[src/rtl/audio_vad_gate_if.sv]
// audio_vad_gate_if: stereo handshake bundle between input FIFO, gate and output FIFO
interface audio_vad_gate_if;
  logic audio_in_available, audio_out_allowed, read_audio_in, write_audio_out;
  logic [31:0] left_channel_audio_in, right_channel_audio_in;
  logic [31:0] left_channel_audio_out, right_channel_audio_out;
  modport master (
    output audio_in_available, audio_out_allowed, left_channel_audio_in, right_channel_audio_in,
    input  read_audio_in, write_audio_out, left_channel_audio_out, right_channel_audio_out
  );
  modport slave (
    input  audio_in_available, audio_out_allowed, left_channel_audio_in, right_channel_audio_in,
    output read_audio_in, write_audio_out, left_channel_audio_out, right_channel_audio_out
  );
endinterface

[src/rtl/audio_vad_gate.sv]
// audio_vad_gate: forwards stereo samples, measures frame energy and gates audio by voice activity
module audio_vad_gate #(
  parameter int FRAME_LEN = 256,
  parameter int LOG2_FRAME = 8,
  parameter int ONSET_FRAMES = 2,
  parameter int HANG_FRAMES = 8,
  localparam int ACC_W = 16 + LOG2_FRAME
) (
  input  logic CLOCK_50,
  input  logic reset,
  audio_vad_gate_if.slave bus,
  input  logic gate_en,
  input  logic [15:0] on_thresh,
  input  logic [15:0] off_thresh,
  output logic [ACC_W-1:0] frame_energy,
  output logic [15:0] frame_mean,
  output logic frame_valid,
  output logic vad_active,
  output logic vad_start
);
  localparam int CW = $clog2(ONSET_FRAMES + HANG_FRAMES + 1);
  localparam logic [1:0] IDLE = 2'd0, ONSET = 2'd1, ACTIVE = 2'd2, HANG = 2'd3;
  logic accept, last, mute, loud, quiet;
  logic [15:0] s, mag;
  logic [ACC_W-1:0] acc, sum;
  logic [LOG2_FRAME-1:0] sample_cnt;
  logic [1:0] state, state_nx;
  logic [CW-1:0] cnt, cnt_nx, cnt_inc;
  assign accept = bus.audio_in_available & bus.audio_out_allowed & ~reset;
  assign bus.read_audio_in = accept;
  assign bus.write_audio_out = accept;
  assign mute = gate_en & ~vad_active;
  assign bus.left_channel_audio_out = mute ? '0 : bus.left_channel_audio_in;
  assign bus.right_channel_audio_out = mute ? '0 : bus.right_channel_audio_in;
  assign s = bus.left_channel_audio_in[31:16];
  assign mag = s[15] ? (s == 16'h8000 ? 16'h7fff : ~s + 1'b1) : s;
  assign sum = acc + ACC_W'(mag);
  assign last = &sample_cnt;
  assign loud = frame_mean >= on_thresh;
  assign quiet = frame_mean < off_thresh;
  assign cnt_inc = cnt + 1'b1;
  // next VAD state from the just-completed frame mean; ACTIVE/HANG share bit 1 as the activity flag
  always_comb begin
    state_nx = state;
    cnt_nx = cnt;
    case (state)
      IDLE: if (loud) begin
        state_nx = ONSET_FRAMES == 1 ? ACTIVE : ONSET;
        cnt_nx = ONSET_FRAMES == 1 ? '0 : CW'(1);
      end
      ONSET: begin
        state_nx = !loud ? IDLE : (cnt_inc == CW'(ONSET_FRAMES) ? ACTIVE : ONSET);
        cnt_nx = (loud && cnt_inc != CW'(ONSET_FRAMES)) ? cnt_inc : '0;
      end
      ACTIVE: if (quiet) begin
        state_nx = HANG;
        cnt_nx = CW'(1);
      end
      default: begin
        state_nx = !quiet ? ACTIVE : (cnt_inc >= CW'(HANG_FRAMES) ? IDLE : HANG);
        cnt_nx = (quiet && cnt_inc < CW'(HANG_FRAMES)) ? cnt_inc : '0;
      end
    endcase
  end
  // frame accumulation and VAD state, advanced once per completed frame
  always_ff @(posedge CLOCK_50) begin
    if (reset) begin
      acc <= '0;
      sample_cnt <= '0;
      cnt <= '0;
      state <= IDLE;
      frame_energy <= '0;
      frame_mean <= '0;
      frame_valid <= 1'b0;
      vad_active <= 1'b0;
      vad_start <= 1'b0;
    end else begin
      frame_valid <= accept & last;
      if (accept) begin
        acc <= last ? '0 : sum;
        sample_cnt <= sample_cnt + 1'b1;
      end
      if (accept & last) begin
        frame_energy <= sum;
        frame_mean <= sum[ACC_W-1:LOG2_FRAME];
      end
      vad_start <= frame_valid && state_nx == ACTIVE && !state[1];
      if (frame_valid) begin
        state <= state_nx;
        cnt <= cnt_nx;
        vad_active <= state_nx[1];
      end
    end
  end
endmodule

[src/flat_wrapper.sv]
// flat-port wrapper written by rule: the top's interface ports become plain ports
module audio_vad_gate_flat 
#(
  parameter int FRAME_LEN = 256,
  parameter int LOG2_FRAME = 8,
  parameter int ONSET_FRAMES = 2,
  parameter int HANG_FRAMES = 8,
  localparam int ACC_W = 16 + LOG2_FRAME
)
  (CLOCK_50, reset, gate_en, on_thresh, off_thresh, frame_energy, frame_mean, frame_valid, vad_active, vad_start, bus_audio_in_available, bus_audio_out_allowed, bus_left_channel_audio_in, bus_right_channel_audio_in, bus_read_audio_in, bus_write_audio_out, bus_left_channel_audio_out, bus_right_channel_audio_out);
  audio_vad_gate_if bus_i ();
  input  logic CLOCK_50;
  input  logic reset;
  input  logic gate_en;
  input  logic [15:0] on_thresh;
  input  logic [15:0] off_thresh;
  output logic [ACC_W-1:0] frame_energy;
  output logic [15:0] frame_mean;
  output logic frame_valid;
  output logic vad_active;
  output logic vad_start;
  input wire logic [$bits(bus_i.audio_in_available)-1:0] bus_audio_in_available;
  input wire logic [$bits(bus_i.audio_out_allowed)-1:0] bus_audio_out_allowed;
  input wire logic [$bits(bus_i.left_channel_audio_in)-1:0] bus_left_channel_audio_in;
  input wire logic [$bits(bus_i.right_channel_audio_in)-1:0] bus_right_channel_audio_in;
  output wire logic [$bits(bus_i.read_audio_in)-1:0] bus_read_audio_in;
  output wire logic [$bits(bus_i.write_audio_out)-1:0] bus_write_audio_out;
  output wire logic [$bits(bus_i.left_channel_audio_out)-1:0] bus_left_channel_audio_out;
  output wire logic [$bits(bus_i.right_channel_audio_out)-1:0] bus_right_channel_audio_out;
  assign bus_i.audio_in_available = bus_audio_in_available;
  assign bus_i.audio_out_allowed = bus_audio_out_allowed;
  assign bus_i.left_channel_audio_in = bus_left_channel_audio_in;
  assign bus_i.right_channel_audio_in = bus_right_channel_audio_in;
  assign bus_read_audio_in = bus_i.read_audio_in;
  assign bus_write_audio_out = bus_i.write_audio_out;
  assign bus_left_channel_audio_out = bus_i.left_channel_audio_out;
  assign bus_right_channel_audio_out = bus_i.right_channel_audio_out;
  audio_vad_gate #(.FRAME_LEN(FRAME_LEN), .LOG2_FRAME(LOG2_FRAME), .ONSET_FRAMES(ONSET_FRAMES), .HANG_FRAMES(HANG_FRAMES)) u_core (.CLOCK_50(CLOCK_50), .reset(reset), .bus(bus_i), .gate_en(gate_en), .on_thresh(on_thresh), .off_thresh(off_thresh), .frame_energy(frame_energy), .frame_mean(frame_mean), .frame_valid(frame_valid), .vad_active(vad_active), .vad_start(vad_start));
endmodule
[config.mk]
export PLATFORM = sky130hd
export DESIGN_NAME = audio_vad_gate_flat
export DESIGN_NICKNAME = d
export VERILOG_FILES = /design/src/rtl/audio_vad_gate_if.sv /design/src/rtl/audio_vad_gate.sv /design/src/flat_wrapper.sv
export SDC_FILE = /design/constraint.sdc
export NUM_CORES = 1
export LEC_CHECK = 0
export BUFFER_PORTS_ARGS = -buffer_cell sky130_fd_sc_hd__buf_2
export CORE_MARGIN = 2
export CORE_UTILIZATION = 54
export DETAILED_ROUTE_END_ITERATION = 6
export PLACE_DENSITY_LB_ADDON = 0.25
export REMOVE_ABC_BUFFERS = 1
export SYNTH_ARGS = -nofsm -noshare
export SYNTH_HDL_FRONTEND = slang
export SYNTH_SLANG_ARGS = --single-unit
[constraint.sdc]
create_clock -name CLOCK_50 -period 7.6 [get_ports CLOCK_50]
set_input_delay 1.14 -clock CLOCK_50 [delete_from_list [all_inputs] [get_ports CLOCK_50]]
set_output_delay 1.14 -clock CLOCK_50 [all_outputs]
set_load 0.02 [all_outputs]
Word level (Yosys, flattened, before mapping)
Cells that the tools add are included.
Widths: inputs -> output; s select.
- add/sub/neg operators: 4
- reduce and logical (&&, ||, !) cells: 8
- shift operators: 0
- mux-type cells: 17
- equal/unequal tests: 8
- multipliers: 0
- bitwise gates (word level): 7
- divide/modulo/power cells: 0
- order comparisons: 4
- operators with widths (cell ; count):
    $mux 32 ; 2
    $mux 16 ; 2
    $add 24x16->24 ; 1
    $mux 24 ; 1
    $add 16x1->16 const B ; 1
    $eq 16x16->1 const B ; 1
    $ge 16x16->1 ; 1
    $lt 16x16->1 ; 1
    $mux 4 ; 4
    $not 16->16 ; 1
    $mux 2 ; 6
    $pmux 4 s3 ; 1
    $add 8x1->8 const B ; 1
    $reduce_and 8->1 ; 1
    $pmux 2 s3 ; 1
    $add 4x1->4 const B ; 1
    $and 1x1->1 ; 4
    $eq 2x2->1 const B ; 2
    $eq 4x2->1 const B ; 1
    $ge 4x4->1 const B ; 1
    $logic_and 1x1->1 ; 4
    $lt 4x4->1 const B ; 1
    $ne 2x1->1 const B ; 2
    $ne 4x2->1 const B ; 1
    5 further kinds ; 6
- memories kept: 0
- latch bits: 0
- ROM bits: 0
- output and inout bits: 109
- bits in writable memories: 0
- word-level logic and storage cells: 57
- input bits: 101
- bits in registers: 81

Depth between registers and ports, before layout
Gate-level depths: netlist of run 1.
- word-level depth: 8
- mapped depth: 19
- depth with buffers taken out: 18

Worst setup path after synthesis of run 1
No wires, ideal clock.
- path kind: input port to flip-flop
- start point: input bus_left_channel_audio_in[16]
- end point: register u_core.frame_mean[12]
- arrival time: 4837 ps
- required time: 7509 ps
- path buffers: 1
- path slack: 2672 ps
- setup time: 91 ps
- stages on the path: 18
- cell sequence: inv_1 > ha_1 > nand2_1 > or3_4 > or3_4 > or3_1 > nor2b_1 > a21o_1 > fa_1 > and2b_1 > o2111ai_1 > a21oi_1 > or3_1 > nand2_1 > o21a_1 > buf_6 > or3_1 > a311oi_1
- word-level cells in the longest chain between the ends: 5
- elaborated cells between the ends (all ways): 6
- classes of those cells: 2 x add/sub; 1 x eq/ne; 2 x mux; 1 x bitwise
- ends and longest elaborated chain (item ; RTL line ; RTL):
    start, declared ; flat_wrapper.sv:24 ; input wire logic [$bits(bus_i.left_channel_audio_in)-1:0] bus_left_channel_audio_in;
    $not 16->16 ; audio_vad_gate.sv:36 ; assign mag = s[15] ? (s == 16'h8000 ? 16'h7fff : ~s + 1'b1) : s;
    $add 16x1->16 ; audio_vad_gate.sv:36 ;
    $mux 16 ; audio_vad_gate.sv:36 ;
    $mux 16 * ; audio_vad_gate.sv:36 ;
    $add 24x16->24 * ; audio_vad_gate.sv:37 ; assign sum = acc + ACC_W'(mag);
    end signal, assigned ; audio_vad_gate.sv:85 ; frame_mean <= sum[ACC_W-1:LOG2_FRAME];
    end, declared ; audio_vad_gate.sv:16 ; output logic [15:0] frame_mean,
Every way passes the cells marked *; elsewhere a longest branch is shown, timed or not.
A chain may end at the register's enable or synchronous reset.

Final worst setup path of run 1
Ends and elaborated chain as after synthesis.

==> results of run 1 <==
## path summary, 6_finish.rpt
kind,to,cells past startpoint,startpoint
max reg2reg,u_core.frame_mean[13],7,u_core.sample_cnt[0]
max,u_core.frame_mean[12],18,bus_left_channel_audio_in[16]
min reg2reg,u_core.frame_energy[5],2,u_core.frame_energy[5]
min,u_core.frame_energy[5],2,u_core.frame_energy[5]
## power breakdown
| part | switching, mW | internal (mW) | total [mW] |
|---|---|---|---|
| Combinational | 0.138 | 0.0976 | 0.235 |
| Sequential | 0.00587 | 0.343 | 0.349 |
| Clock | 0.141 | 0.228 | 0.369 |
| Total | 0.285 | 0.669 | 0.953 |
## cell type report
| type | instances | area [sq um] | share of cell area [%] |
|---|---|---|---|
| Multi-Input combinational cell | 533 | 3490 | 54.6 |
| Inverter | 42 | 158 | 2.46 |
| Sequential cell | 64 | 1280 | 20.0 |
| Clock inverter | 6 | 114 | 1.78 |
| Clock buffer | 10 | 138 | 2.15 |
| Timing Repair Buffer | 210 | 1050 | 16.5 |
| Tap cell | 129 | 161 | 2.52 |
## placed cells by master (no fill, tap or decap), types with 11 or more instances in the layout
cell,synthesis,final
ha_1,54,54
nand2_1,79,78
xor2_1,25,25
o21ai_0,26,26
xnor2_1,11,11
dfxtp_1,64,64
a21o_1,17,17
nor2_1,54,54
a21oi_1,42,42
buf_2,1,209
nand4_1,12,12
and2_1,65,65
inv_1,42,42
nand3_1,18,18
or3_1,12,12
## cell families after synthesis
group,count (synthesis)
AOI/OAI and AO/OA,152
and+or+nand+nor,288
adders and majority gates,55
xor gates and xnor gates,36
buffers and inverters,88
muxes,2
DFF,64
## registers in the layout, summed over array words and instances (netlist names)
signal / count
u_core.acc: 24
u_core.cnt: 4
u_core.frame_energy: 8
u_core.frame_mean: 16
u_core.frame_valid: 1
u_core.sample_cnt: 8
u_core.state: 2
u_core.vad_start: 1
## tightest hold or removal path: stages, from the launching register on
cell     delay [ns]
dfxtp_1        0.31
nand2_1        0.05
a21oi_1        0.05
## metal layers
metal / wire length, um / up-vias / global-route usage (%)
met5: 0 / - / 0
li1: - / 2710 / -
met3: 805 / 24 / 5.20
met2: 6220 / 187 / 44.1
met1: 5900 / 2340 / 30.7
met4: 256 / 0 / 8.62
==> flow_metrics.tcl, run 1 <==
set metrics [dict create \
    post_cts.resized_instances 0 \
    dominant_combinational_cell_family_by_area_after_synthesis "simple AND/OR/NAND/NOR gates" \
    timing_max_transition_violations_final 0 \
    detailed_placement_wirelength_estimate_um 10400 \
    yosysSeqAreaShare_pct 24.7 \
    number_of_antenna_violations_at_the_first_check_in_global_routing 0 \
    powerDensity_nw_per_um2 149 \
    setup.worst_path.start_class "input pin" \
    synth_commonest_cells "nand2_1 (79), and2_1 (65), dfxtp_1 (64), ha_1 (54), nor2_1 (54)" \
    antenna_fix_cells 0 \
    worst-slew-pin-transition_ns 0.871 \
    postSynthRegisterBits 64 \
    die_h_um 102 \
    yosysMostFrequentCell "nand2_1" \
    slew_headroom_pct 41.9 \
    drt-pass1-iter-count 5 \
    cells_along_the_critical_path "buf_2 > inv_1 > ha_1 > nand2_1 > or3_4 > or3_4 > or3_1 > nor2b_1 > a21o_1 > fa_1 > and2b_1 > o2111ai_1 > a21oi_1 > or3_1 > nand2_1 > o21a_1 > or3_1 > a311oi_1" \
    highest_ir_drop_seen_on_vdd_mv 0.0908 \
    pre_cts_slack_ns 2.04 \
    maximum_number_of_pins_on_one_net_before_global_route_repair 63 \
    top_achievable_clock_speed_mhz 191 \
    floorplan.initialDensity_pct 55.8 \
    synthesis.area_per_instance_sq_um 7.57 \
    grt_util_all_layers_pct 25.2 \
    floorplan.core_area_sq_um 9280 \
    clock_tree.buffer_depth 2 \
    synth_edf_count 0 \
    detailedRoute.firstIterationViolations 195 \
    yosys.area_share.adder_pct 13.4 \
    routed_via_density 5.29 \
    gp_routability_congestion 0.940 \
    finalHoldViolations 0 \
    areaGrowthSynthToFinish_pct 23.5 \
    final-instance-count-excl-fill 994 \
    buffer_ports.inserted 209 \
    timing.critical_path.buf_inv 2 \
    first_pass_grt_wire_length_um 21400 \
    stdcell_area_sq_um 6400 \
    placed_cell_area_sq_um 6140 \
    rsz0062_at_grt "no" \
    synth_largest_type_area_fraction_pct 24.7 \
    vias 5261 \
    global_route.overflow_total 0 \
    nNetsFinal 1016 \
    critical_path.top_delay_family "simple AND/OR/NAND/NOR gates" \
    die_area_sq_um 10400 \
    run_status "finished clean" \
    postSynth.asyncResetShare_pct 0 \
    synthesis.area_sq_um 5180 \
    cts-buffers-inserted 9 \
    crit_top_cell "or3_1" \
    clk-insertion-delay-late_ns 0.35 \
    final_layout_size_suffix_gt1_share_pct 27.1 \
    design.portCount 210 \
    tritoncts_clock_tree "built" \
    fin_crit_sh_pct 68.9 \
    fin_ws_ns 2.36 \
    ys.warnings.count 0 \
    die_width_um 102 \
    routed_wl_um 13200 \
    cts.sinks 64 \
    routedWlPerCell_um 13.3 \
    netlist-cell-type-count 53 \
    synth_ff_type "dfxtp_1" \
    cts_setup_buffers 0 \
    final_core_utilization_pct 68.9 \
    crit_path_end_kind "flop" \
    post-place-cells 978 \
    synth.mux.area_fraction_pct 0.386 \
    num-fill-cells 816 \
    critPathRequiredTime_ns 7.86 \
    setup_total_negative_slack_ns 0 \
    clk_root_buffer_cell "clkbuf_8" \
    timing.critical_path.slowest_cell_delay_ns 0.52 \
    cap_viol_max_count 0 \
    yosys-top-cells-area "dfxtp_1 (25%), ha_1 (13%), and2_1 (7.8%)" \
    first_global_vias 4896 \
    critical-path-slowest-cell "or3_1" \
    worst-path-max-fanout 12 \
    critical_path_class "input pin to flop" \
    overall_power_mw 0.953 \
    synth-simple-area-share_pct 28.3 \
    final.setup_skew_ns 0.0108 \
    timing.hold.worst.class "flop to flop" \
    min_period_ns 5.24 \
    finalSetupViolations 0 \
    drc 0 \
    arrival_ns 5.49 \
    floorplan.rows 35 \
    static-leakage-power_nw 3.34 \
    synth_top_cell_by_area "dfxtp_1" \
    cts.htree.levels 3 \
    mapped_cells 685 \
    timing.reg2reg.setup_slack_ns 4.66 \
    detail-route-antenna-nets 0 \
    cts.hold.buffers_added 0 \
    synthXorXnorAreaFrac_pct 6.08 \
    post_cts_clock_slew_at_the_launch_and_capture_registers_of_the_worst_setup_and_hold_paths_ns 0.07 \
    worst_hold_slack_ns 0.456 \
    post_synthesis_compound_gate_area_fraction_pct 19.2 \
]
Power figures use the tool's default switching activity.
==> run 2: changes to the inputs <==
- CORE_UTILIZATION: 54 -> 50
- clock period: 7.6 -> 5.04 ns (I/O delays scaled with it)
==> run 2 against run 1 <==
Clock skew is 0.0044 ns higher. Core utilization decreased by 5.9 points. Global-route usage increased by 0.13 points. Highest routed layer unchanged. Die area grew 7.7%. Total power grew 52%. Clock power is 53% higher. Non-clock buffer count increased by 2. Final cell count grew 0.91%. Design area grew 0.39%. Combinational power grew 53%. Largest power group unchanged. Count of clock-buffer cells in the layout unchanged.
==> flow_metrics.tcl, run 2 (synthesized netlist as in run 1, its figures left out) <==
set metrics [dict create \
    setup_total_negative_slack_ns 0 \
    areaGrowthSynthToFinish_pct 23.9 \
    timing_max_transition_violations_final 0 \
    cts.sinks 64 \
    final_layout_size_suffix_gt1_share_pct 27.2 \
    cts.hold.buffers_added 0 \
    detail-route-antenna-nets 0 \
    worstReg2RegStart "u_core.sample_cnt[0]" \
    drt-pass1-iter-count 5 \
    floorplan.initialDensity_pct 50.9 \
    multi_input_area_sq_um 3490 \
    netSwitchingPower_mw 0.442 \
    cts_setup_buffers 0 \
    clk-insertion-delay-late_ns 0.36 \
    final_core_utilization_pct 63.1 \
    num-fill-cells 935 \
    rr_endpoint "u_core.frame_mean[13]" \
    routedWlPerCell_um 14.0 \
    highest_ir_drop_seen_on_vdd_mv 0.136 \
    timing.hold.worst.class "flop to flop" \
    worstRegToRegCells 7 \
    maximum_number_of_pins_on_one_net_before_global_route_repair 63 \
    post_cts.resized_instances 0 \
    design.portCount 210 \
    hp-start "u_core.frame_energy[7]" \
    arrival_ns 4.79 \
    clk_root_buffer_cell "clkbuf_8" \
    final-instance-count-excl-fill 1003 \
    first_pass_grt_wire_length_um 23300 \
    hold-path-endpoint "u_core.frame_energy[7]" \
    fin_crit_sh_pct 90.2 \
    detailed_placement_wirelength_estimate_um 11200 \
    finalSetupViolations 0 \
    top_achievable_clock_speed_mhz 220 \
    floorplan.rows 37 \
    netSwitchingFraction_pct 30.5 \
    power_frac_comb_pct 24.7 \
    tritoncts_clock_tree "built" \
    clock_tree.buffer_depth 2 \
    largest_register_ff_count 24 \
    final.setup_skew_ns 0.0152 \
    post-place-cells 987 \
    post_cts_clock_slew_at_the_launch_and_capture_registers_of_the_worst_setup_and_hold_paths_ns 0.08 \
    p_int_mw 1.01 \
    rsz0062_at_grt "no" \
    crit_path_end_kind "flop" \
    min_period_ns 4.55 \
    timing.reg2reg.setup_slack_ns 2.03 \
    cts-buffers-inserted 9 \
    top_regs "u_core.acc (24), u_core.frame_mean (16)" \
    powerDensity_nw_per_um2 226 \
    worst-slew-pin-transition_ns 0.898 \
    routed_wl_um 14000 \
    critical-path-slowest-cell "fa_1" \
    hold_depth 2 \
    final_cell_mix "buf_2 (209), nand2_1 (78), and2_1 (65)" \
    antenna_fix_cells 0 \
    critical_path_class "input pin to flop" \
    pre_cts_slack_ns 0.156 \
    first_global_vias 5138 \
    routed_via_density 5.32 \
    power.sequential.fraction_pct 36.3 \
    static-leakage-power_nw 3.35 \
    cap_viol_max_count 0 \
    clock_power_share_pct 39.0 \
    final_common_cell "buf_2" \
    finalHoldViolations 0 \
    floorplan.core_area_sq_um 10200 \
    fin_ws_ns 0.492 \
    number_of_antenna_violations_at_the_first_check_in_global_routing 0 \
    setup.worst_path.start_class "input pin" \
    vias 5338 \
    nNetsFinal 1018 \
    buffer_ports.inserted 209 \
    cells_along_the_critical_path "buf_2 > inv_1 > ha_1 > nand2_1 > or3_4 > or3_4 > or3_1 > nor2b_1 > a21o_1 > fa_1 > and2b_1 > o2111ai_1 > a21oi_1 > or3_1 > nand2_1 > o21a_1 > buf_4 > o21a_1 > o31a_1" \
    grt_util_all_layers_pct 25.3 \
    worst-path-max-fanout 7 \
    global_route.overflow_total 0 \
    die_width_um 106 \
    drc 0 \
    cts.htree.levels 3 \
    die_h_um 106 \
    largest_register "u_core.acc" \
    run_status "finished clean" \
    critPathRequiredTime_ns 5.28 \
    detailedRoute.firstIterationViolations 206 \
    die_area_sq_um 11200 \
    timing.critical_path.slowest_cell_delay_ns 0.42 \
    gp_routability_congestion 0.894 \
    layout.area.seq_sq_um 1280 \
    slew_headroom_pct 40.1 \
]
==> run 2: changes by cell type in the layout (fill, tap and decap cells not counted), sizes merged <==
cell and delta:
clkinv +1, clkinvlp -1, buf +2
==> run 2: power groups by stage <==
stage | registers [mW] | clock network, mW | logic [mW]
2_1_floorplan | 0.535 | 0 | 0.232
3_3_place_gp | 0.537 | 0 | 0.347
3_5_place_dp | 0.538 | 0 | 0.357
4_1_cts | 0.526 | 0.571 | 0.359
5_1_grt | 0.527 | 0.593 | 0.398
6_report | 0.526 | 0.566 | 0.359
==> run 2: layer usage <==
metal	track usage, %	vias up	part of all wire (%)
met5	0	-	0
met4	7.99	0	1.9
met3	4.45	21	5.6
met2	47.5	179	51
met1	28.8	2425	42
li1	-	2713	-
==> run 2: worst max path at each step <==
stage	start	endpoint	slack, ns
final	bus_left_channel_audio_in[16]	u_core.frame_mean[10]	0.49
after CTS	bus_left_channel_audio_in[16]	u_core.frame_mean[10]	0.50
after floorplan	bus_left_channel_audio_in[16]	u_core.frame_mean[14]	0.37
after global routing	bus_left_channel_audio_in[16]	u_core.frame_mean[10]	0.23
after detailed placement	bus_left_channel_audio_in[16]	u_core.acc[18]	0.16
after global placement	bus_left_channel_audio_in[16]	u_core.frame_mean[10]	0.22
==> run 2: final cells by class <==
class                   instances  share of cell area, %
repair buffers                212                   16.6
clock inverters                 6                   1.79
multi-input cells             533                   54.4
well taps                     136                   2.65
flip-flops and latches         64                   19.9
inverters                      42                   2.45
clock buffers                  10                   2.14
==> run 2: worst max-delay path: cells and delay by family <==
kind	cells	cell delay, ns
adder cells (fa/ha/maj)	2	0.59
buffers and inverters	3	0.37
AND/OR/NAND/NOR	8	1.84
AO/OA/AOI/OAI	6	1.23
==> run 2: metrics by stage <==
stage | hold WS, ns | power (mW) | instance area (sq um)
floorplan | 0.430 | 0.767 | 4930
global placement | 0.442 | 0.885 | 6170
detailed placement | 0.446 | 0.894 | 6170
CTS | 0.458 | 1.46 | 6420
global route | 0.492 | 1.52 | 6420
finish | 0.456 | 1.45 | 6420
